## config.mk

```make
export PLATFORM = sky130hd
export DESIGN_NAME = alu_rr_arbiter
export DESIGN_NICKNAME = d
export VERILOG_FILES = /design/src/rtl/alu_rr_arbiter.sv
export SDC_FILE = /design/constraint.sdc
export NUM_CORES = 1
export LEC_CHECK = 0
export BUFFER_PORTS_ARGS = -buffer_cell sky130_fd_sc_hd__buf_2
export CAP_MARGIN = 40
export CORE_MARGIN = 2
export CORE_UTILIZATION = 45
export CTS_BUF_LIST = sky130_fd_sc_hd__clkbuf_4 sky130_fd_sc_hd__clkbuf_8
export CTS_CLUSTER_SIZE = 28
export DETAILED_ROUTE_END_ITERATION = 8
export GPL_TIMING_DRIVEN = 0
export MAX_ROUTING_LAYER = met4
export PLACE_DENSITY = 0.86
export REMOVE_ABC_BUFFERS = 1
export SYNTH_ARGS = -nofsm -noshare
export SYNTH_HDL_FRONTEND = slang
export SYNTH_SLANG_ARGS = --single-unit
```

## constraint.sdc

```tcl
create_clock -name clk -period 1.97 [get_ports clk]
set_input_delay 0.394 -clock clk [delete_from_list [all_inputs] [get_ports clk]]
set_output_delay 0.394 -clock clk [all_outputs]
set_load 0.01 [all_outputs]
```

## src/rtl/alu_rr_arbiter.sv

```systemverilog
// Round-robin arbiter that issues one op per cycle from two requesters to a registered ALU,
// and routes each result back to its issuer through a tag pipeline matched to ALU latency.
module alu_rr_arbiter #(
  parameter int unsigned ALU_LAT = 2
) (
  input  logic       clk,
  input  logic       rst_n,
  input  logic       en,
  input  logic       req0_valid,
  input  logic       req1_valid,
  output logic       req0_ready,
  output logic       req1_ready,
  input  logic [3:0] req0_a,
  input  logic [3:0] req0_b,
  input  logic [3:0] req1_a,
  input  logic [3:0] req1_b,
  input  logic [3:0] req0_sel,
  input  logic [3:0] req1_sel,
  output logic [3:0] alu_a,
  output logic [3:0] alu_b,
  output logic [3:0] alu_sel,
  input  logic [7:0] alu_y,
  output logic       rsp0_valid,
  output logic       rsp1_valid,
  output logic [7:0] rsp0_y,
  output logic [7:0] rsp1_y,
  output logic       busy
);

  typedef enum logic {
    PRIO_REQ0 = 1'b0,
    PRIO_REQ1 = 1'b1
  } prio_e;

  prio_e            r_prio;
  logic [3:0]       r_alu_a;
  logic [3:0]       r_alu_b;
  logic [3:0]       r_alu_sel;
  logic [ALU_LAT:0] r_tag_vld;
  logic [ALU_LAT:0] r_tag_id;

  logic w_gnt0;
  logic w_gnt1;
  logic w_xfer;

  // The pointer only breaks ties; a lone valid requester is always served.
  always_comb begin
    w_gnt0 = en & req0_valid & (~req1_valid | (r_prio == PRIO_REQ0));
    w_gnt1 = en & req1_valid & (~req0_valid | (r_prio == PRIO_REQ1));
    w_xfer = w_gnt0 | w_gnt1;
  end

  always_ff @(posedge clk or negedge rst_n) begin
    if (!rst_n) begin
      r_prio    <= PRIO_REQ0;
      r_alu_a   <= '0;
      r_alu_b   <= '0;
      r_alu_sel <= '0;
      r_tag_vld <= '0;
      r_tag_id  <= '0;
    end else begin
      if (w_xfer) begin
        r_prio    <= w_gnt1 ? PRIO_REQ0 : PRIO_REQ1;
        r_alu_a   <= w_gnt1 ? req1_a   : req0_a;
        r_alu_b   <= w_gnt1 ? req1_b   : req0_b;
        r_alu_sel <= w_gnt1 ? req1_sel : req0_sel;
      end
      r_tag_vld[0] <= w_xfer;
      r_tag_id[0]  <= w_gnt1;
      for (int unsigned i = 1; i <= ALU_LAT; i++) begin
        r_tag_vld[i] <= r_tag_vld[i-1];
        r_tag_id[i]  <= r_tag_id[i-1];
      end
    end
  end

  assign req0_ready = w_gnt0;
  assign req1_ready = w_gnt1;
  assign alu_a      = r_alu_a;
  assign alu_b      = r_alu_b;
  assign alu_sel    = r_alu_sel;
  assign rsp0_valid = r_tag_vld[ALU_LAT] & ~r_tag_id[ALU_LAT];
  assign rsp1_valid = r_tag_vld[ALU_LAT] &  r_tag_id[ALU_LAT];
  assign rsp0_y     = alu_y;
  assign rsp1_y     = alu_y;
  assign busy       = |r_tag_vld;

endmodule

```

==> results of run 1 <==
==> layout make-up <==
cell class,instances,area (um2)
clock buffer,4,30.03
sequential,19,475.5
timing repair buffer,45,225.2
fill,221,1067
tap,28,35.03
multi-input combinational,59,336.6
==> sequential cells by signal (all words and copies together) (netlist names) <==
register and flops:
r_tag_id 3, alu_sel 4, alu_b 4, r_tag_vld 3, alu_a 4, r_prio 1
==> layer usage <==
metal	routed length, um	GRT usage (%)	up-vias
li1	-	-	388
met1	1004	21.80	385
met2	962	26.19	54
met3	248	8.772	4
met4	23	7.456	0
met5	0	-	-
==> power by group through the flow <==
stage	Sequential [uW]	Clock [uW]	Combinational, uW
6_report	465	211	210
5_1_grt	470	224	233
4_1_cts	465	210	212
3_5_place_dp	473	0	212
3_3_place_gp	469	0	204
2_1_floorplan	489	0	91.3
==> Yosys cell counts (all sizes together) <==
library cell	number
nor2b	2
o32ai	3
dfrtp	19
buf	19
and2	3
nand2b	1
o21a	1
o21ai	10
a31oi	9
clkbuf	3
nand2	3
nand3	9
or3	1
nor3	3
nor2	14
==> final timing paths <==
check	start	endpoint	slack, ns
setup / recovery	r_prio	req1_ready	0.19
hold / removal	rst_n	alu_sel[0]	0.01
setup reg to reg	r_prio	alu_a[2]	0.75
hold reg to reg	r_tag_id[1]	r_tag_id[2]	0.36
max in group asynchronous	rst_n	r_tag_id[0]	1.66
min in group clk	req0_a[1]	alu_a[1]	0.34
==> metrics by stage <==
stage	worst slack, ns	instances
finish	0.1912	155
global route	0.1195	155
CTS	0.1867	155
detailed placement	0.3058	151
global placement	0.3423	151
floorplan	0.6723	78
==> cell families (layout without fill, tap and decap cells) <==
| kind of cell | Yosys count | after routing | synth area share [%] |
|---|---|---|---|
| DFF | 19 | 19 | 47.21 |
| and+or+nand+nor | 36 | 36 | 18.01 |
| buffers and inverters | 22 | 49 | 19.38 |
| AOI/OAI and AO/OA | 23 | 23 | 15.40 |
==> results.cfg, run 1 <==
[outcome]
status = completed

[worst_setup_path]
arrival_ns = 1.38
cp_cell_sequence = nor2b_4, nor2_1, buf_2
critPathKind = reg -> out
path_max_fanout = 13
crit_path_end_kind = output port
critical_path_buf_inv_count = 1
cpPeakStageDelay_ns = 0.46
crit_family = flip-flops
reg2regPathDepth = 3
start_kind = register
cp.required_ns = 1.58
cpMaxStageDelayCell = dfrtp_1
cp_num_cells = 3

[sta]
worst_pin_slew_ns = 0.7312
slew_headroom_pct = 51.26
setup_viol = 0
hold_violations = 0
finalSetupTns_ns = 0
period_needed_ns = 1.779
timing.final.crit_share_pct = 90.29
fin_skew_ns = 0.007630
report.final.slew_viol_count = 0
hold_ws_ns = 0.01296
fmax_mhz = 562.2
rsz0062_at_grt = false

[die]
dieArea_um2 = 2633
die_h_um = 51.31
fp.dieW_um = 51.31
io_pins = 70
core_area_um2 = 2170
num_rows = 17
start_util_pct = 46.42

[clock_tree]
hold_buffers = 0
clkLatencyLatePin_ns = 0.30
cts_tree = yes
cts_buffers = 3
cts_resized = 0
h-tree-depth = 1
cts.sinks = 19
clock_tree.root_cell = clkbuf_4
postCtsSetupBuffers = 0
clkTransAtPathRegs_ns = 0.11
clock_path_buffers = 2

[power_and_ir_drop]
leakagePower_uw = 0.0005164
peakVddDrop_v = 0.0002905
switching_power_uw = 267.2
power_frac_clock_pct = 23.8
power.sequential.fraction_pct = 52.5
switching_share_pct = 30.16
total_power_uw = 886.0
comb_power_share_pct = 23.7
power_density_nw_per_um2 = 803.7
p_int_uw = 618.7

[min_path]
hold_class = in -> async

[grt]
grt_first_pass_wirelength_um = 3422
grt_max_degree = 23
grt_pass1_vias = 760
antenna_found_initial = 0
grtUsageTotal_pct = 18.16
overflow = 0

[routing]
first_pass_iters = 4
wirelength_um = 2239
vias = 831
drt_iter0_drc = 7
avgRoutedWirePerCell_um = 14.45
viasPerCell = 5.361
ant_nets = 0
drc_errors = 0

[cells_and_area]
final_cell_mix = buf_2 (45), dfrtp_1 (19), nor2_1 (14)
diodes = 0
postLayoutCellArea_um2 = 1102
layout_commonest_cell = buf_2
final_util_pct = 50.81
syn2layout_area_growth_pct = 9.441
fin_nets = 165
drive_gt1_share_pct = 44.09

[place]
io_buffers = 45
place.gp.congestion = 0.7312
placed_area_um2 = 1072

[logic_synthesis]
yosysWarnings = 0
ys_types = 21
synth.area.top_cells = dfrtp_1 (47%), buf_4 (12%), a31oi_1 (5.6%)
synth_seq_cells = 19
syn_area_um2 = 1007
yosysTopAreaCell = dfrtp_1
synth_top_area_share_pct = 47.20
avgSynthCellArea_um2 = 10.07
synth-seq-area-share_pct = 47.20
postSynthCellCount = 100

[run]
max_cap_viol_count = 0
(Power assumes the default switching activity.)
==> run 2: changes to the inputs <==
- HOLD_SLACK_MARGIN: not set -> 0.05
==> run 2 against run 1 <==
Against the previous run: count of clock-buffer cells in the layout unchanged; worst setup slack unchanged; critical path depth did not move; wire length grew 0.22%; die area is the same; largest cell class unchanged; first-iteration DRC count did not move; largest power group unchanged; maximum frequency did not move.
==> results.cfg, run 2 (same netlist as run 1, synthesis figures left out) <==
[outcome]
status = completed

[worst_setup_path]
reg2reg_slack_ns = 0.75
setup.worst_path.start = r_prio
reg2reg_from = r_prio
cp.required_ns = 1.58
cpMaxStageDelayCell = dfrtp_1
arrival_ns = 1.38
timing.rr.end = alu_a[2]
critPathKind = reg -> out
crit_path_end_kind = output port
path_max_fanout = 13
cpPeakStageDelay_ns = 0.46
cp_cell_sequence = nor2b_4, nor2_1, buf_2
start_kind = register
reg2regPathDepth = 3

[min_path]
hold_end = alu_a[1]
worstHoldStart = req0_a[1]
hold_class = in -> reg
min_path_cells = 3

[place]
placed_area_um2 = 1072
io_buffers = 45
dpl_worst_slack_ns = 0.3058
place.gp.congestion = 0.7312

[routing]
viasPerCell = 5.346
drc_errors = 0
first_pass_iters = 4
avgRoutedWirePerCell_um = 14.38
wirelength_um = 2244
drt_iter0_drc = 7
vias = 834
ant_nets = 0

[sta]
worst_pin_slew_ns = 0.7312
period_needed_ns = 1.779
fin_skew_ns = 0.007630
finalSetupTns_ns = 0
report.final.slew_viol_count = 0
setup_ws_ns = 0.1912
rsz0062_at_grt = false
fmax_mhz = 562.2
slew_headroom_pct = 51.26
timing.final.crit_share_pct = 90.29
setup_viol = 0
hold_violations = 0

[power_and_ir_drop]
power_density_nw_per_um2 = 797.8
peakVddDrop_v = 0.0002671
leakagePower_uw = 0.0005205

[die]
num_rows = 17
fp.dieW_um = 51.31
dieArea_um2 = 2633
io_pins = 70
core_area_um2 = 2170
die_h_um = 51.31
start_util_pct = 46.42

[grt]
grtUsageTotal_pct = 18.22
use_met2_pct = 26.41
gr-usage-met1_pct = 21.80
grt_max_degree = 23
overflow = 0
antenna_found_initial = 0
grt_use_met3_pct = 8.772
grt_first_pass_wirelength_um = 3436
grt_pass1_vias = 763
busiest_layer = met2

[cells_and_area]
syn2layout_area_growth_pct = 10.44
fin_nets = 166
layout_commonest_cell = buf_2
final_util_pct = 51.27
fill_cells = 219
final_cell_mix = buf_2 (45), dfrtp_1 (19), nor2_1 (14)
diodes = 0
drive_gt1_share_pct = 43.75
postLayoutCellArea_um2 = 1112

[clock_tree]
clkLatencyLatePin_ns = 0.30
postCtsSetupBuffers = 0
h-tree-depth = 1
cts_buffers = 3
cts_tree = yes
clkTransAtPathRegs_ns = 0.11
clock_tree.root_cell = clkbuf_4
clock_path_buffers = 2
cts.sinks = 19
cts_resized = 0

[run]
max_cap_viol_count = 0
[run 2: layout make-up]
cell class | count | area, um2 | area share, %
Clock buffer | 4 | 30.03 | 2.700
Multi-Input combinational cell | 59 | 336.6 | 30.26
Sequential cell | 19 | 475.5 | 42.74
Timing Repair Buffer | 46 | 235.2 | 21.15
Tap cell | 28 | 35.03 | 3.150
[run 2: per-layer routing]
metal / part of all wire [%] / vias up
li1: - / 390
met1: 45 / 386
met2: 43 / 54
met3: 11 / 4
met4: 1.0 / 0
met5: 0 / -
[run 2: report_power, final]
part           leakage [uW]  internal [uW]  switching, uW
Sequential         0.000222            437           27.9
Clock             0.0000184           92.6            118
Combinational      0.000280           90.0            121
Total              0.000521            620            267
[run 2: worst max-delay path by stage]
stage          slack, ns          to  cells past startpoint
6_report            0.19  req1_ready                      3
5_1_grt             0.12  req1_ready                      3
4_1_cts             0.19  req1_ready                      3
3_5_place_dp        0.31  req1_ready                      4
3_3_place_gp        0.34  req1_ready                      4
2_1_floorplan       0.67  req1_ready                      2
[run 2: critical path: cells and delay by family, from the launching register on]
kind | cells | cell delay (ns)
DFF | 1 | 0.46
and+or+nand+nor | 2 | 0.46
buffers and inverters | 1 | 0.17
[run 2: timing repair]
| item | in CTS | in global routing |
|---|---|---|
| hold buffers | 1 | 0 |
| hold endpoints to repair | 19 | 0 |
| setup endpoints to repair | 0 | 0 |
[run 2: through the flow]
stage | hold WS [ns] | power (uW) | std cells
global route | 0.3431 | 928.9 | 156
global placement | 0.3367 | 673.1 | 151
finish | 0.3368 | 887.4 | 156
detailed placement | 0.3373 | 684.2 | 151
floorplan | 0.09841 | 579.8 | 78
CTS | 0.3415 | 888.2 | 156
==> run 3: changes to the inputs <==
- ABC_AREA: not set -> 1
- PLACE_DENSITY: 0.86 -> 0.82
==> run 3 against run 2 <==
Against the previous run: register-to-register slack lost 0.02 ns; via count grew 14%; highest routed layer unchanged; die area grew 17%; critical path type unchanged; synthesized area grew 19%; combinational power grew 17%.
==> results.cfg, run 3 <==
[outcome]
status = completed

[sta]
report.final.slew_viol_count = 0
period_needed_ns = 1.833
finalSetupTns_ns = 0
setup_viol = 0
slew_headroom_pct = 71.49
timing.final.crit_share_pct = 93.05
fin_skew_ns = 0.002781
fmax_mhz = 545.5
hold_violations = 0
rsz0062_at_grt = false
worst_pin_slew_ns = 0.4276

[grt]
grt_pass1_vias = 847
antenna_found_initial = 0
grt_first_pass_wirelength_um = 3870
grtUsageTotal_pct = 16.51
overflow = 0
grt_max_degree = 20

[die]
fp.dieW_um = 55.61
dieArea_um2 = 3092
num_rows = 18
die_h_um = 55.61
core_area_um2 = 2500
start_util_pct = 47.95
io_pins = 70

[clock_tree]
clock_path_buffers = 2
cts_tree = yes
clkLatencyLatePin_ns = 0.29
cts_resized = 0
cts_buffers = 3
cts.sinks = 19
clock_tree.root_cell = clkbuf_4
clkTransAtPathRegs_ns = 0.10
h-tree-depth = 1

[power_and_ir_drop]
power.sequential.fraction_pct = 50.5
leakagePower_uw = 0.0008239
switching_share_pct = 30.92
total_power_uw = 912.7
power_density_nw_per_um2 = 690.1
switching_power_uw = 282.2
comb_power_share_pct = 27.0
peakVddDrop_v = 0.0003478
p_int_uw = 630.5
power_frac_clock_pct = 22.5

[worst_setup_path]
crit_path_end_kind = output port
path_max_fanout = 13
reg2regPathDepth = 6
cpPeakStageDelay_ns = 0.40
critPathKind = reg -> out
start_kind = register
cp.required_ns = 1.58
cp_cell_sequence = inv_2, nand2_2, nand2_4, inv_1, buf_2
cpMaxStageDelayCell = dfrtp_1
arrival_ns = 1.44

[logic_synthesis]
synth.top_cells.by_count = inv_1 (29), nand2_1 (23), nand2_2 (21), dfrtp_1 (19), buf_4 (16)
synth.area.top_cells = dfrtp_1 (40%), nand2_2 (11%), buf_4 (10%)
yosysWarnings = 0
synthArstFlopShare_pct = 100.0
synth-seq-area-share_pct = 39.67
synth-main-ff-cell = dfrtp_1
ys_types = 15
synth_top_area_share_pct = 39.67
yosysTopAreaCell = dfrtp_1
syn_area_um2 = 1199
yosysMostFrequentCell = inv_1
synth_seq_cells = 19
postSynthCellCount = 147
avgSynthCellArea_um2 = 8.154
synth_edf_count = 0

[cells_and_area]
fin_nets = 214
multi_input_area_um2 = 421.7
diodes = 0
final_util_pct = 52.90
register_area_um2 = 475.5
layout_commonest_cell = buf_2
final_cell_mix = buf_2 (45), inv_1 (29), nand2_1 (23)
syn2layout_area_growth_pct = 10.33
fill_cells = 266
drive_gt1_share_pct = 47.16

[run]
max_cap_viol_count = 0

[routing]
drt_iter0_drc = 18
wirelength_um = 2302
first_pass_iters = 2
ant_nets = 0
drc_errors = 0
avgRoutedWirePerCell_um = 11.17
vias = 948
viasPerCell = 4.602

[place]
io_buffers = 45
hpwl_um = 1710
place.gp.congestion = 0.7922

[min_path]
min_path_cells = 0
hold_class = reg -> reg
==> run 3: cell count changes after synthesis, sizes merged, moves of 2 or more <==
cell | previous run | this run
o32ai | 3 | 0
nand3b | 0 | 3
inv | 0 | 32
o21ai | 10 | 1
nor2b | 2 | 0
nor3 | 3 | 0
nand3 | 9 | 18
nand2 | 3 | 45
nor2 | 14 | 8
a31oi | 9 | 0
clkbuf | 3 | 1
and2 | 3 | 0
==> run 3: cells by family after synthesis <==
| family | synth area share, % |
|---|---|
| simple gates | 34.76 |
| flops | 39.67 |
| buf+inv | 25.16 |
| compound gates | 0.4171 |
==> run 3: area by class of cell <==
cell class	instances	share of cell area [%]
repair buffers	46	17.79
clock buffers	4	2.271
flip-flops and latches	19	35.95
multi-input cells	75	31.88
inverters	32	9.272
well taps	30	2.838
==> run 3: metrics by stage <==
stage               hold WS [ns]  worst slack, ns  instances  instance area [um2]
finish                    0.3566           0.1370        206                 1323
global route              0.3713          0.02793        206                 1323
CTS                       0.3599           0.1212        206                 1323
detailed placement        0.3364           0.3716        201                 1282
global placement          0.3317           0.4065        201                 1282
floorplan                0.09841           0.7318        126                 1020
==> run 3: critical path: cells and delay by family (launching register included) <==
| family | cells | cell delay, ns |
|---|---|---|
| flops | 1 | 0.40 |
| buf+inv | 3 | 0.29 |
| simple gates | 2 | 0.45 |
==> run 3: worst paths after layout <==
path                             start          end  slack (ns)
hold / removal             r_tag_id[1]  r_tag_id[2]        0.36
min in group asynchronous        rst_n     alu_a[3]        0.55
setup / recovery                r_prio   req1_ready        0.14
hold reg to reg            r_tag_id[1]  r_tag_id[2]        0.36
max in group asynchronous        rst_n  r_tag_id[1]        1.12
setup reg to reg                r_prio     alu_b[3]        0.73
==> run 3: power by group through the flow <==
stage               Clock (uW)  Combinational, uW  Sequential, uW
floorplan                    0                127             486
detailed placement           0                249             469
CTS                        212                252             461
global route               233                276             468
global placement             0                243             467
finish                     206                247             461
==> run 3: metal layers <==
layer / GRT usage [%] / up-vias / wire length, um
li1: - / 474 / -
met1: 21.08 / 416 / 1039
met2: 22.79 / 53 / 958
met3: 6.977 / 5 / 262
met4: 7.317 / 0 / 42
met5: - / - / 0
==> run 3: timing repair <==
action                                 4_1_cts  5_1_grt
buffers inserted                             0        0
endpoints found under the hold margin       19        0
hold buffers                                 1        0
setup endpoints to repair                    0        0
